**src/rtl/rot_pkg.sv**
```systemverilog
// rot_pkg: shared widths and reference rotate helpers for the rotl_barrel_pipe slice.
package rot_pkg;
   localparam int ROT_WIDTH = 8;
   localparam int ROT_SHW = $clog2(ROT_WIDTH);
   function automatic logic [ROT_WIDTH-1:0] rotl(input logic [ROT_WIDTH-1:0] d, input logic [ROT_SHW-1:0] n);
      return (d << n) | (d >> (ROT_WIDTH - int'(n)));
   endfunction
   function automatic logic [ROT_WIDTH-1:0] rotr(input logic [ROT_WIDTH-1:0] d, input logic [ROT_SHW-1:0] n);
      return (d >> n) | (d << (ROT_WIDTH - int'(n)));
   endfunction
endpackage

```
**src/rtl/rot_stage.sv**
```systemverilog
// rot_stage: one registered rotate-by-STEP stage; ROT_DIR_SEL_EN adds a per-word direction bit.
module rot_stage
   import rot_pkg::*;
#(
   parameter int WIDTH = ROT_WIDTH,
   parameter int STEP = 1,
   parameter int SHW = $clog2(WIDTH)
) (
   input  logic             clk,
   input  logic             rst_n,
   input  logic             ready,
   input  logic             in_valid,
   input  logic [WIDTH-1:0] in_data,
   input  logic [SHW-1:0]   in_shamt,
`ifdef ROT_DIR_SEL_EN
   input  logic             in_dir,
   output logic             out_dir,
`endif
   output logic             out_valid,
   output logic [WIDTH-1:0] out_data,
   output logic [SHW-1:0]   out_shamt
);
   localparam int K = $clog2(STEP);
   logic [WIDTH-1:0] lrot, nxt;
   assign lrot = {in_data[WIDTH-1-STEP:0], in_data[WIDTH-1:WIDTH-STEP]};
`ifdef ROT_DIR_SEL_EN
   logic [WIDTH-1:0] rrot;
   assign rrot = {in_data[STEP-1:0], in_data[WIDTH-1:STEP]};
   assign nxt = !in_shamt[K] ? in_data : in_dir ? rrot : lrot;
`else
   assign nxt = in_shamt[K] ? lrot : in_data;
`endif
   always_ff @(posedge clk or negedge rst_n) begin
      if (!rst_n) begin
         out_valid <= 1'b0;
         out_data <= '0;
         out_shamt <= '0;
`ifdef ROT_DIR_SEL_EN
         out_dir <= 1'b0;
`endif
      end else if (ready) begin
         out_valid <= in_valid;
         out_data <= nxt;
         out_shamt <= in_shamt;
`ifdef ROT_DIR_SEL_EN
         out_dir <= in_dir;
`endif
      end
   end
endmodule

```
**src/rtl/rotl_barrel_pipe.sv**
```systemverilog
// rotl_barrel_pipe: pipelined left-rotate barrel shifter with valid/ready; ROT_DIR_SEL_EN adds in_dir/out_dir.
module rotl_barrel_pipe
   import rot_pkg::*;
#(
   parameter int WIDTH = ROT_WIDTH,
   localparam int SHW = $clog2(WIDTH)
) (
   input  logic             clk,
   input  logic             rst_n,
   input  logic             in_valid,
   output logic             in_ready,
   input  logic [WIDTH-1:0] in_data,
   input  logic [SHW-1:0]   in_shamt,
`ifdef ROT_DIR_SEL_EN
   input  logic             in_dir,
   output logic             out_dir,
`endif
   output logic             out_valid,
   input  logic             out_ready,
   output logic [WIDTH-1:0] out_data,
   output logic [SHW-1:0]   out_shamt
);
   logic [SHW:0] v, rdy;
   logic [WIDTH-1:0] d [SHW+1];
   logic [SHW-1:0] s [SHW+1];
   assign v[0] = in_valid;
   assign d[0] = in_data;
   assign s[0] = in_shamt;
   assign rdy[SHW] = out_ready;
`ifdef ROT_DIR_SEL_EN
   logic [SHW:0] dir;
   assign dir[0] = in_dir;
   assign out_dir = dir[SHW];
`endif
   for (genvar k = 0; k < SHW; k++) begin : g
      // ready_k = !v_k || ready_(k+1), unrolled so it depends only on registered valids
      assign rdy[k] = out_ready || !(&v[SHW:k+1]);
      rot_stage #(.WIDTH(WIDTH), .STEP(2**k), .SHW(SHW)) u_stage (
         .clk(clk),
         .rst_n(rst_n),
         .ready(rdy[k]),
         .in_valid(v[k]),
         .in_data(d[k]),
         .in_shamt(s[k]),
`ifdef ROT_DIR_SEL_EN
         .in_dir(dir[k]),
         .out_dir(dir[k+1]),
`endif
         .out_valid(v[k+1]),
         .out_data(d[k+1]),
         .out_shamt(s[k+1])
      );
   end
   assign in_ready = rdy[0];
   assign out_valid = v[SHW];
   assign out_data = d[SHW];
   assign out_shamt = s[SHW];
endmodule

```
**config.mk**
```make
export PLATFORM = sky130hd
export DESIGN_NAME = rotl_barrel_pipe
export DESIGN_NICKNAME = d
export VERILOG_FILES = /design/src/rtl/rot_pkg.sv /design/src/rtl/rot_stage.sv /design/src/rtl/rotl_barrel_pipe.sv
export SDC_FILE = /design/constraint.sdc
export NUM_CORES = 1
export LEC_CHECK = 0
export ABC_CLOCK_PERIOD_IN_PS = 2000
export CELL_PAD_IN_SITES_DETAIL_PLACEMENT = 0
export CELL_PAD_IN_SITES_GLOBAL_PLACEMENT = 1
export CORE_AREA = 3 3 65 67
export CTS_CLUSTER_DIAMETER = 100
export DETAILED_ROUTE_END_ITERATION = 8
export DIE_AREA = 0 0 68 70
export GPL_ROUTABILITY_DRIVEN = 1
export PLACE_DENSITY_LB_ADDON = 0.1
export SLEW_MARGIN = 20
export SYNTH_ARGS = -nofsm -noshare
export SYNTH_HDL_FRONTEND = slang
export SYNTH_SLANG_ARGS = --single-unit
```
**constraint.sdc**
```tcl
create_clock -name clk -period 2 [get_ports clk]
set_clock_uncertainty 0.15 [all_clocks]
set_input_delay 0.4 -clock clk [delete_from_list [all_inputs] [get_ports clk]]
set_output_delay 0.4 -clock clk [all_outputs]
set_load 0.05 [all_outputs]
```
==> results of run 1 <==
cells in the mapped netlist, drive strengths merged:
library cell / instances / area share
mux2: 57 / 0.38
dfrtp: 36 / 0.54
buf: 14 / 0.054
nand2b: 4 / 0.015
nand3b: 1 / 0.0045
nand4b: 1 / 0.0089
how the worst min path moves through the flow:
stage	depth (start not counted)	end	slack, ps
after floorplan	0	g[0].u_stage.out_data[0]	-50
after global placement	1	g[2].u_stage.out_shamt[0]	320
after detailed placement	1	g[2].u_stage.out_data[3]	330
after CTS	1	g[0].u_stage.out_shamt[2]	340
after global routing	1	g[0].u_stage.out_shamt[2]	360
final	1	g[0].u_stage.out_shamt[2]	340
sequential cells by signal, indices dropped and copies added (netlist names):
signal / flops
g.u_stage.out_data: 24
g.u_stage.out_shamt: 9
g.u_stage.out_valid: 3
worst reg2reg max path, delay by kind of cell, from the launching register on:
kind          cells  cell delay (ps)
multiplexers      2              690
flip-flops        1              580
area by class of cell:
cell class / instances / area [um2] / area share
clock inverters: 2 / 35.0 / 0.0168
clock buffers: 6 / 72.6 / 0.0347
well taps: 48 / 60.1 / 0.0287
flip-flops and latches: 36 / 901 / 0.431
repair buffers: 35 / 323 / 0.154
multi-input cells: 63 / 698 / 0.334
per-stage QoR:
stage / total power [W] / util / setup WS (ps) / setup TNS [ps] / cell area [um2]
finish: 0.00236 / 0.566 / 116 / 0 / 2090
global route: 0.00250 / 0.566 / 67.6 / 0 / 2090
CTS: 0.00241 / 0.566 / 105 / 0 / 2090
detailed placement: 0.00178 / 0.535 / -41.3 / -307 / 1970
global placement: 0.00177 / 0.535 / -23.8 / -112 / 1970
floorplan: 0.00161 / - / 200 / 0 / 1680
routing by layer:
layer	share of wire	up-vias
met3	0.043	4
met4	0.0093	0
met1	0.42	477
li1	-	448
met2	0.52	17
met5	0	-
cell families (layout without fill, tap and decap cells):
group / count (synthesis) / after routing / share of synthesized area
and+or+nand+nor: 6 / 6 / 0.0283
DFF: 36 / 36 / 0.536
muxes: 57 / 57 / 0.382
buffers and inverters: 14 / 43 / 0.0536
placed cells by master (no fill, tap or decap):
| cell | netlist | layout |
|---|---|---|
| sky130_fd_sc_hd__buf_12 | 0 | 2 |
| sky130_fd_sc_hd__clkinv_2 | 0 | 1 |
| sky130_fd_sc_hd__clkbuf_8 | 0 | 5 |
| sky130_fd_sc_hd__bufinv_16 | 0 | 1 |
| sky130_fd_sc_hd__buf_4 | 8 | 19 |
| sky130_fd_sc_hd__nand3b_1 | 1 | 1 |
| sky130_fd_sc_hd__mux2_2 | 33 | 33 |
| sky130_fd_sc_hd__clkdlybuf4s50_1 | 0 | 14 |
| sky130_fd_sc_hd__mux2_1 | 24 | 24 |
| sky130_fd_sc_hd__nand4b_4 | 0 | 1 |
| sky130_fd_sc_hd__dfrtp_1 | 36 | 36 |
| sky130_fd_sc_hd__nand2b_1 | 4 | 4 |
| sky130_fd_sc_hd__clkbuf_1 | 0 | 1 |
power groups by stage:
stage | Combinational [W] | Clock, W | Sequential (W)
after CTS | 0.000779 | 0.000638 | 0.000993
after global routing | 0.000823 | 0.000659 | 0.00102
final | 0.000766 | 0.000610 | 0.000989
after floorplan | 0.000597 | 0 | 0.00101
after detailed placement | 0.000775 | 0 | 0.00101
after global placement | 0.000768 | 0 | 0.000998
what timing repair did:
| action | CTS | global route |
|---|---|---|
| setup endpoints to repair | 1 | 0 |
| gates resized for setup | 1 | 0 |
| hold endpoints to repair | 0 | 0 |
==> impl_summary.txt, run 1 <==
----------------------------------------------------
[Critical path]
  Worst setup slack for register-to-register paths ... approximately 460 ps
  Critical path endpoint ... in_ready
  Crit path launch type ... input pin
  Largest stage delay on the critical path ... approximately 430 ps
  Crit. path cell count ... 3
  Sequence of cells on the critical path ... clkdlybuf4s50_1 > nand4b_4 > buf_4
  Worst reg-to-reg path cell count ... 2
  Critical R2R Capture ... g[1].u_stage.out_data[0]
  CP max FO ... 7
  Reg2Reg Launch Point ... g[0].u_stage.out_shamt[1]
  Arrival time of data at the critical path endpoint ... between 1000 and 1500 ps
  Crit-path leading delay family ... buffers and inverters
  Start-to-end type of the worst setup path ... in2out
  Slowest stage cell, crit path ... sky130_fd_sc_hd__clkdlybuf4s50_1
  Number of buffers and inverters on the critical path ... 2
  Critical Path Start ... out_ready
  WP data required ... 1450 ps
  Element type at the critical path end ... primary output

[Global routing]
  Global routing met1 resource utilization ... 0.169
  GR met2 Demand/Resource ... 0.221
  First-pass GRT wire length ... roughly 4.9 mm
  Leftover overflow at the end of global routing ... 0
  GRT Resource Usage Total ... 0.137
  Initial antenna violation count ... 0
  Met3 layer usage reported by global route ... 0.0418
  Most congested layer reported by global routing ... met2
  Via count of the first global-routing pass ... around 1,000
  Maximum number of pins on one net before global-route repair ... 37

[Yosys]
  Total of flip-flops plus latches after synthesis ... 36
  Part of the Yosys area used for sequential elements ... 0.536
  Synthesized Nets ... ~130
  Number of cells produced by synthesis ... roughly 110
  Mean Syn Cell Area ... about 15 um2
  Netlist area before placement ... approximately 0.0017 mm2
  Netlist cell types ... 8
  Warning count from the yosys run ... 0

[STA]
  Portion of the clock cycle consumed by the worst path in the final layout ... 0.942
  Final worst hold slack ... ~340 ps
  Worst max-slew margin expressed relative to the limit ... 0.701
  Count of final setup violators ... 0
  Worst-margin pin slew ... around 450 ps
  Maximum operating frequency ... approximately 530 MHz
  Final critical-path required period ... 1880 ps
  Setup repair after global routing missed its margin ... no
  Max-slew violation count ... 0
  Hold Violations, Final ... 0

[Outcome]
  Result of the run ... finished, final reports clean

[Routing]
  Number of DRC violations after detailed routing ... 0
  1st-pass router iterations ... 4
  Via Count ... between 900 and 1,000
  Wire length per cell ... 14.7 um
  Via-to-Cell Ratio ... approximately 5
  Wire length reported by the detailed router ... about 2.8 mm
  Starting DRC count in detailed routing ... 25
  Number of nets still failing antenna checks after routing ... 0

[Placement]
  Placed Cells incl. Taps ... around 180
  # port buffers ... 27
  Hpwl dp ... around 2.1 mm
  Weighted congestion at the end of routability-driven global placement ... 0.657

[Clock tree]
  Clk Latency, worst-skew pair ... ~280 ps
  Total of hold buffers inserted after clock tree synthesis ... 0
  Number of clock buffers inserted by TritonCTS ... 5
  Number of setup buffers added after CTS ... 0
  Max H-tree Level ... 2
  Register clock-pin slew on the reported worst setup and hold paths ... 60 ps
  Clock net sink count ... 36
  Master cell of the clock root buffer ... sky130_fd_sc_hd__clkbuf_8
  Buffers from clock root to sink, at most ... 2
  CTS tree ... yes

[Final layout]
  Filler instances ... around 340
  Final antenna diode count ... 0
  Post-route insts no fill ... 190
  Layout overhead on the synthesized area ... 24.3%
  Final layout net count ... 156
  Fraction of final layout cells sized beyond drive strength 1 ... 0.437

[Power]
  IR Drop Worst-Case VDD ... roughly 550 uV
  Power spent charging and discharging nets ... 0.000771 W
  Share of total power consumed by net switching ... 0.326
  Leakage power of the design ... between 0.8 and 0.9 nW
  Sequential group share of total power ... 0.418
  Internal portion of total power ... ~0.0016 W
  Clock power frac ... 0.258
  Combinational fraction of design power ... 0.324
  Ratio of total power to cell area ... 1130 mW/mm2

[Floorplan]
  Initial core utilization ... 0.456
  Width of the chip ... between 60 and 70 um
  Number of top-level pins ... 28
  Number of rows in the core area ... 22
  CORE AREA ... approximately 0.0037 mm2
  DIE AREA ... around 0.0048 mm2
  Die Height ... roughly 70 um

[Hold path]
  HP Class ... reg2reg
  Startpoint of the lowest-slack hold path ... g[0].u_stage.out_shamt[2]

[Flow run]
  Number of violations of the max-capacitance limit ... 0

----------------------------------------------------
(Power assumes the default switching activity.)
==> run 2, diff against run 1 <==
--- a/config.mk
+++ b/config.mk
@@ -5,13 +5,14 @@
 export SDC_FILE = /design/constraint.sdc
 export NUM_CORES = 1
 export LEC_CHECK = 0
+export ABC_AREA = 1
 export ABC_CLOCK_PERIOD_IN_PS = 2000
 export CELL_PAD_IN_SITES_DETAIL_PLACEMENT = 0
 export CELL_PAD_IN_SITES_GLOBAL_PLACEMENT = 1
-export CORE_AREA = 3 3 65 67
+export CORE_AREA = 3 3 70 72
 export CTS_CLUSTER_DIAMETER = 100
 export DETAILED_ROUTE_END_ITERATION = 8
-export DIE_AREA = 0 0 68 70
+export DIE_AREA = 0 0 73 75
 export GPL_ROUTABILITY_DRIVEN = 1
 export PLACE_DENSITY_LB_ADDON = 0.1
 export SLEW_MARGIN = 20
==> run 2 against run 1 <==
Compared with the run above: die area up 15%; fmax is 0.67% lower; utilization shrank 8.5 points; final area rose by 0.24%; worst setup slack worse by 13 ps; largest power group unchanged; sequential power down 5.2%; final cell count rose by 65%; total power fell by 12%; critical path depth up 1; global-route usage down 0.96 points; highest routed layer unchanged; synthesized cell count grew 110%; flip-flop and latch count did not move.
==> impl_summary.txt, run 2 <==
----------------------------------------------------
[Yosys]
  Warning count from the yosys run ... 0 (unchanged)
  Synth top cells by count ... sky130_fd_sc_hd__nand2_1 (127), sky130_fd_sc_hd__dfrtp_1 (36), sky130_fd_sc_hd__inv_1 (19), sky130_fd_sc_hd__nand3_1 (19), sky130_fd_sc_hd__buf_4 (12) (was sky130_fd_sc_hd__dfrtp_1 (36), sky130_fd_sc_hd__mux2_2 (33), sky130_fd_sc_hd__mux2_1 (24), sky130_fd_sc_hd__buf_4 (8), sky130_fd_sc_hd__buf_2 (6))
  Post-synth top area cell ... sky130_fd_sc_hd__dfrtp_1 (unchanged)
  Dominant synthesized flop cell ... sky130_fd_sc_hd__dfrtp_1 (unchanged)
  Netlist cell types ... 16 (was 8)
  Top cells by area, synth ... sky130_fd_sc_hd__dfrtp_1 (51%), sky130_fd_sc_hd__nand2_1 (27%), sky130_fd_sc_hd__nand3_1 (5.4%) (was sky130_fd_sc_hd__dfrtp_1 (54%), sky130_fd_sc_hd__mux2_2 (22%), sky130_fd_sc_hd__mux2_1 (16%))
  Netlist area before placement ... 0.00176 mm2 (was 0.00168 mm2)
  Share of synthesized flip-flops with an asynchronous set or reset ... 1.00 (unchanged)
  Proportion of netlist area held by the largest area contributor ... 0.511 (was 0.536)
  Part of the Yosys area used for sequential elements ... 0.511 (was 0.536)
  Post-synth EDFFs ... 0 (unchanged)
  Number of cells produced by synthesis ... 236 (was 113)
  Synthesized Nets ... 251 (was 128)
  Most common cell in the netlist ... sky130_fd_sc_hd__nand2_1 (was sky130_fd_sc_hd__dfrtp_1)
  Mean Syn Cell Area ... 7.46 um2 (was 14.9 um2)
  Total of flip-flops plus latches after synthesis ... 36 (unchanged)

[Critical path]
  WP data required ... 1450 ps (about the same)
  Element type at the critical path end ... primary output (unchanged)
  CP max FO ... 2 (was 7)
  Crit path launch type ... input pin (unchanged)
  Start-to-end type of the worst setup path ... in2out (unchanged)
  Arrival time of data at the critical path endpoint ... 1350 ps (was 1330 ps)

[STA]
  Max-slew violation count ... 0 (unchanged)
  Hold Violations, Final ... 0 (unchanged)
  Total Neg Setup Slack ... 0 ps (unchanged)
  Final worst hold slack ... 319 ps (was 338 ps)
  Final Worst Setup Slack ... 104 ps (was 116 ps)
  Worst-margin pin slew ... 448 ps (about the same)
  Final critical-path required period ... 1900 ps (was 1880 ps)
  Portion of the clock cycle consumed by the worst path in the final layout ... 0.948 (was 0.942)
  Setup repair after global routing missed its margin ... no (unchanged)
  Maximum operating frequency ... 527 MHz (was 531 MHz)
  Count of final setup violators ... 0 (unchanged)
  Worst max-slew margin expressed relative to the limit ... 0.700 (was 0.701)

[Floorplan]
  Number of rows in the core area ... 24 (was 22)
  Initial core utilization ... 0.405 (was 0.456)
  Number of top-level pins ... 28 (unchanged)
  Die Height ... 75 um (was 70 um)
  Width of the chip ... 73 um (was 68 um)
  CORE AREA ... 0.00435 mm2 (was 0.00369 mm2)
  DIE AREA ... 0.00548 mm2 (was 0.00476 mm2)

[Power]
  IR Drop Worst-Case VDD ... 326 uV (was 547 uV)
  Ratio of total power to cell area ... 996 mW/mm2 (was 1130 mW/mm2)
  Leakage power of the design ... 1.17 nW (was 0.889 nW)

[Global routing]
  Leftover overflow at the end of global routing ... 0 (unchanged)
  Maximum number of pins on one net before global-route repair ... 37 (unchanged)
  First-pass GRT wire length ... 5.30 mm (was 4.89 mm)
  Initial antenna violation count ... 0 (unchanged)
  Via count of the first global-routing pass ... 1,197 (was 1,015)
  GRT Resource Usage Total ... 0.128 (was 0.137)

[Final layout]
  FF+latch area ... 901 um2 (unchanged)
  Area of the multi-input gates ... 658 um2 (was 698 um2)
  Most common library cell in the layout ignoring fill and taps ... sky130_fd_sc_hd__nand2_1 (was sky130_fd_sc_hd__dfrtp_1)
  Highest-count cells in the layout ignoring fill and taps ... sky130_fd_sc_hd__nand2_1 (127), sky130_fd_sc_hd__dfrtp_1 (36), sky130_fd_sc_hd__buf_4 (20) (was sky130_fd_sc_hd__dfrtp_1 (36), sky130_fd_sc_hd__mux2_2 (33), sky130_fd_sc_hd__mux2_1 (24))
  Final layout net count ... 276 (was 156)
  Largest registers ranked by flip-flop count ... g.u_stage.out_data: 24 flops, g.u_stage.out_shamt: 9 flops, g.u_stage.out_valid: 3 flops (unchanged)
  Fraction of final layout cells sized beyond drive strength 1 ... 0.123 (was 0.437)
  Max FFs per register ... 24 (unchanged)
  Reg with most FFs ... g.u_stage.out_data (unchanged)
  Final core occ ... 0.481 (was 0.566)
  Layout overhead on the synthesized area ... 18.9% (was 24.3%)
  Final antenna diode count ... 0 (unchanged)
  Filler instances ... 474 (was 335)

[Hold path]
  HP Class ... reg2reg (unchanged)

[Clock tree]
  Register clock-pin slew on the reported worst setup and hold paths ... 70 ps (was 60 ps)
  Buffers from clock root to sink, at most ... 2 (unchanged)
  Total of hold buffers inserted after clock tree synthesis ... 0 (unchanged)
  CTS resizes ... 0 (was 1)
  CTS tree ... yes (unchanged)
  Clk Latency, worst-skew pair ... 290 ps (was 280 ps)
  Clock net sink count ... 36 (unchanged)
  Max H-tree Level ... 2 (unchanged)
  Master cell of the clock root buffer ... sky130_fd_sc_hd__clkbuf_8 (unchanged)
  Number of clock buffers inserted by TritonCTS ... 5 (unchanged)
  Number of setup buffers added after CTS ... 0 (unchanged)

[Routing]
  Number of DRC violations after detailed routing ... 0 (unchanged)
  Via-to-Cell Ratio ... 4.36 (was 4.98)
  Via Count ... 1,365 (was 946)
  Starting DRC count in detailed routing ... 84 (was 25)
  1st-pass router iterations ... 4 (unchanged)
  Number of nets still failing antenna checks after routing ... 0 (unchanged)
  Wire length per cell ... 10.2 um (was 14.7 um)
  Wire length reported by the detailed router ... 3.21 mm (was 2.79 mm)

[Placement]
  # port buffers ... 27 (unchanged)
  Worst setup slack before clock tree synthesis ... 72.5 ps (was -41.3 ps)
  Weighted congestion at the end of routability-driven global placement ... 0.737 (was 0.657)
  Hpwl dp ... 2.36 mm (was 2.10 mm)

[Outcome]
  Result of the run ... finished, final reports clean (unchanged)

[Flow run]
  Number of violations of the max-capacitance limit ... 0 (unchanged)

----------------------------------------------------
[run 2: cell types whose count changed after synthesis, sizes merged]
cell	change
clkbuf	+1
nand4b	-1
inv	+20
nand3b	-1
mux2	-57
nand3	+19
nand2	+127
nand2b	-4
nand4	+1
nor2	+2
buf	+2
clkinv	+2
o21ai	+10
or2	+2
[run 2: layout make-up]
class                   count  area share
repair buffers             35       0.148
clock buffers               6      0.0346
flip-flops and latches     36       0.430
clock inverters             1     0.00239
well taps                  52      0.0311
multi-input cells         161       0.314
inverters                  22      0.0394
[run 2: routing by layer]
layer  wire length [um]  vias up  global-route usage
met2               1480       26               0.214
met3                160        6              0.0401
li1                   -      753                   -
met5                  0        -                   0
met4                 76        0              0.0676
met1               1490      580               0.145
[run 2: logic make-up (layout without fill, tap and decap cells)]
group	after synthesis	after routing	synth area share
simple gates	151	151	0.345
buf+inv	39	64	0.115
flops	36	36	0.511
compound gates	10	10	0.0284
[run 2: power breakdown]
| part | internal, W | total (W) | switching (W) |
|---|---|---|---|
| combinational | 0.000224 | 0.000668 | 0.000444 |
| sequential | 0.000861 | 0.000938 | 0.0000768 |
| clock | 0.000237 | 0.000480 | 0.000243 |
| total | 0.00132 | 0.00209 | 0.000764 |
[run 2: path summary, 6_finish.rpt]
kind,startpoint,end,slack (ps),depth (start not counted)
max in group asynchronous,rst_n,g[1].u_stage.out_data[5],1000,2
max,out_ready,in_ready,100,4
min in group asynchronous,rst_n,g[2].u_stage.out_shamt[2],380,2
max reg2reg,g[2].u_stage.out_valid,g[0].u_stage.out_shamt[0],650,4
min,g[1].u_stage.out_shamt[1],g[2].u_stage.out_shamt[1],320,2
min reg2reg,g[1].u_stage.out_shamt[1],g[2].u_stage.out_shamt[1],320,2
[run 2: metrics by stage]
stage          total power (W)  cells  instance area [um2]
2_1_floorplan          0.00149    236                 1760
3_3_place_gp           0.00162    306                 2020
3_5_place_dp           0.00163    306                 2020
4_1_cts                0.00212    313                 2090
5_1_grt                0.00223    313                 2090
6_report               0.00209    313                 2090
[run 2: critical path, stage by stage]
cell	delay, ps
sky130_fd_sc_hd__clkdlybuf4s50_1	420
sky130_fd_sc_hd__inv_1	80
sky130_fd_sc_hd__nand4_1	210
sky130_fd_sc_hd__buf_12	240
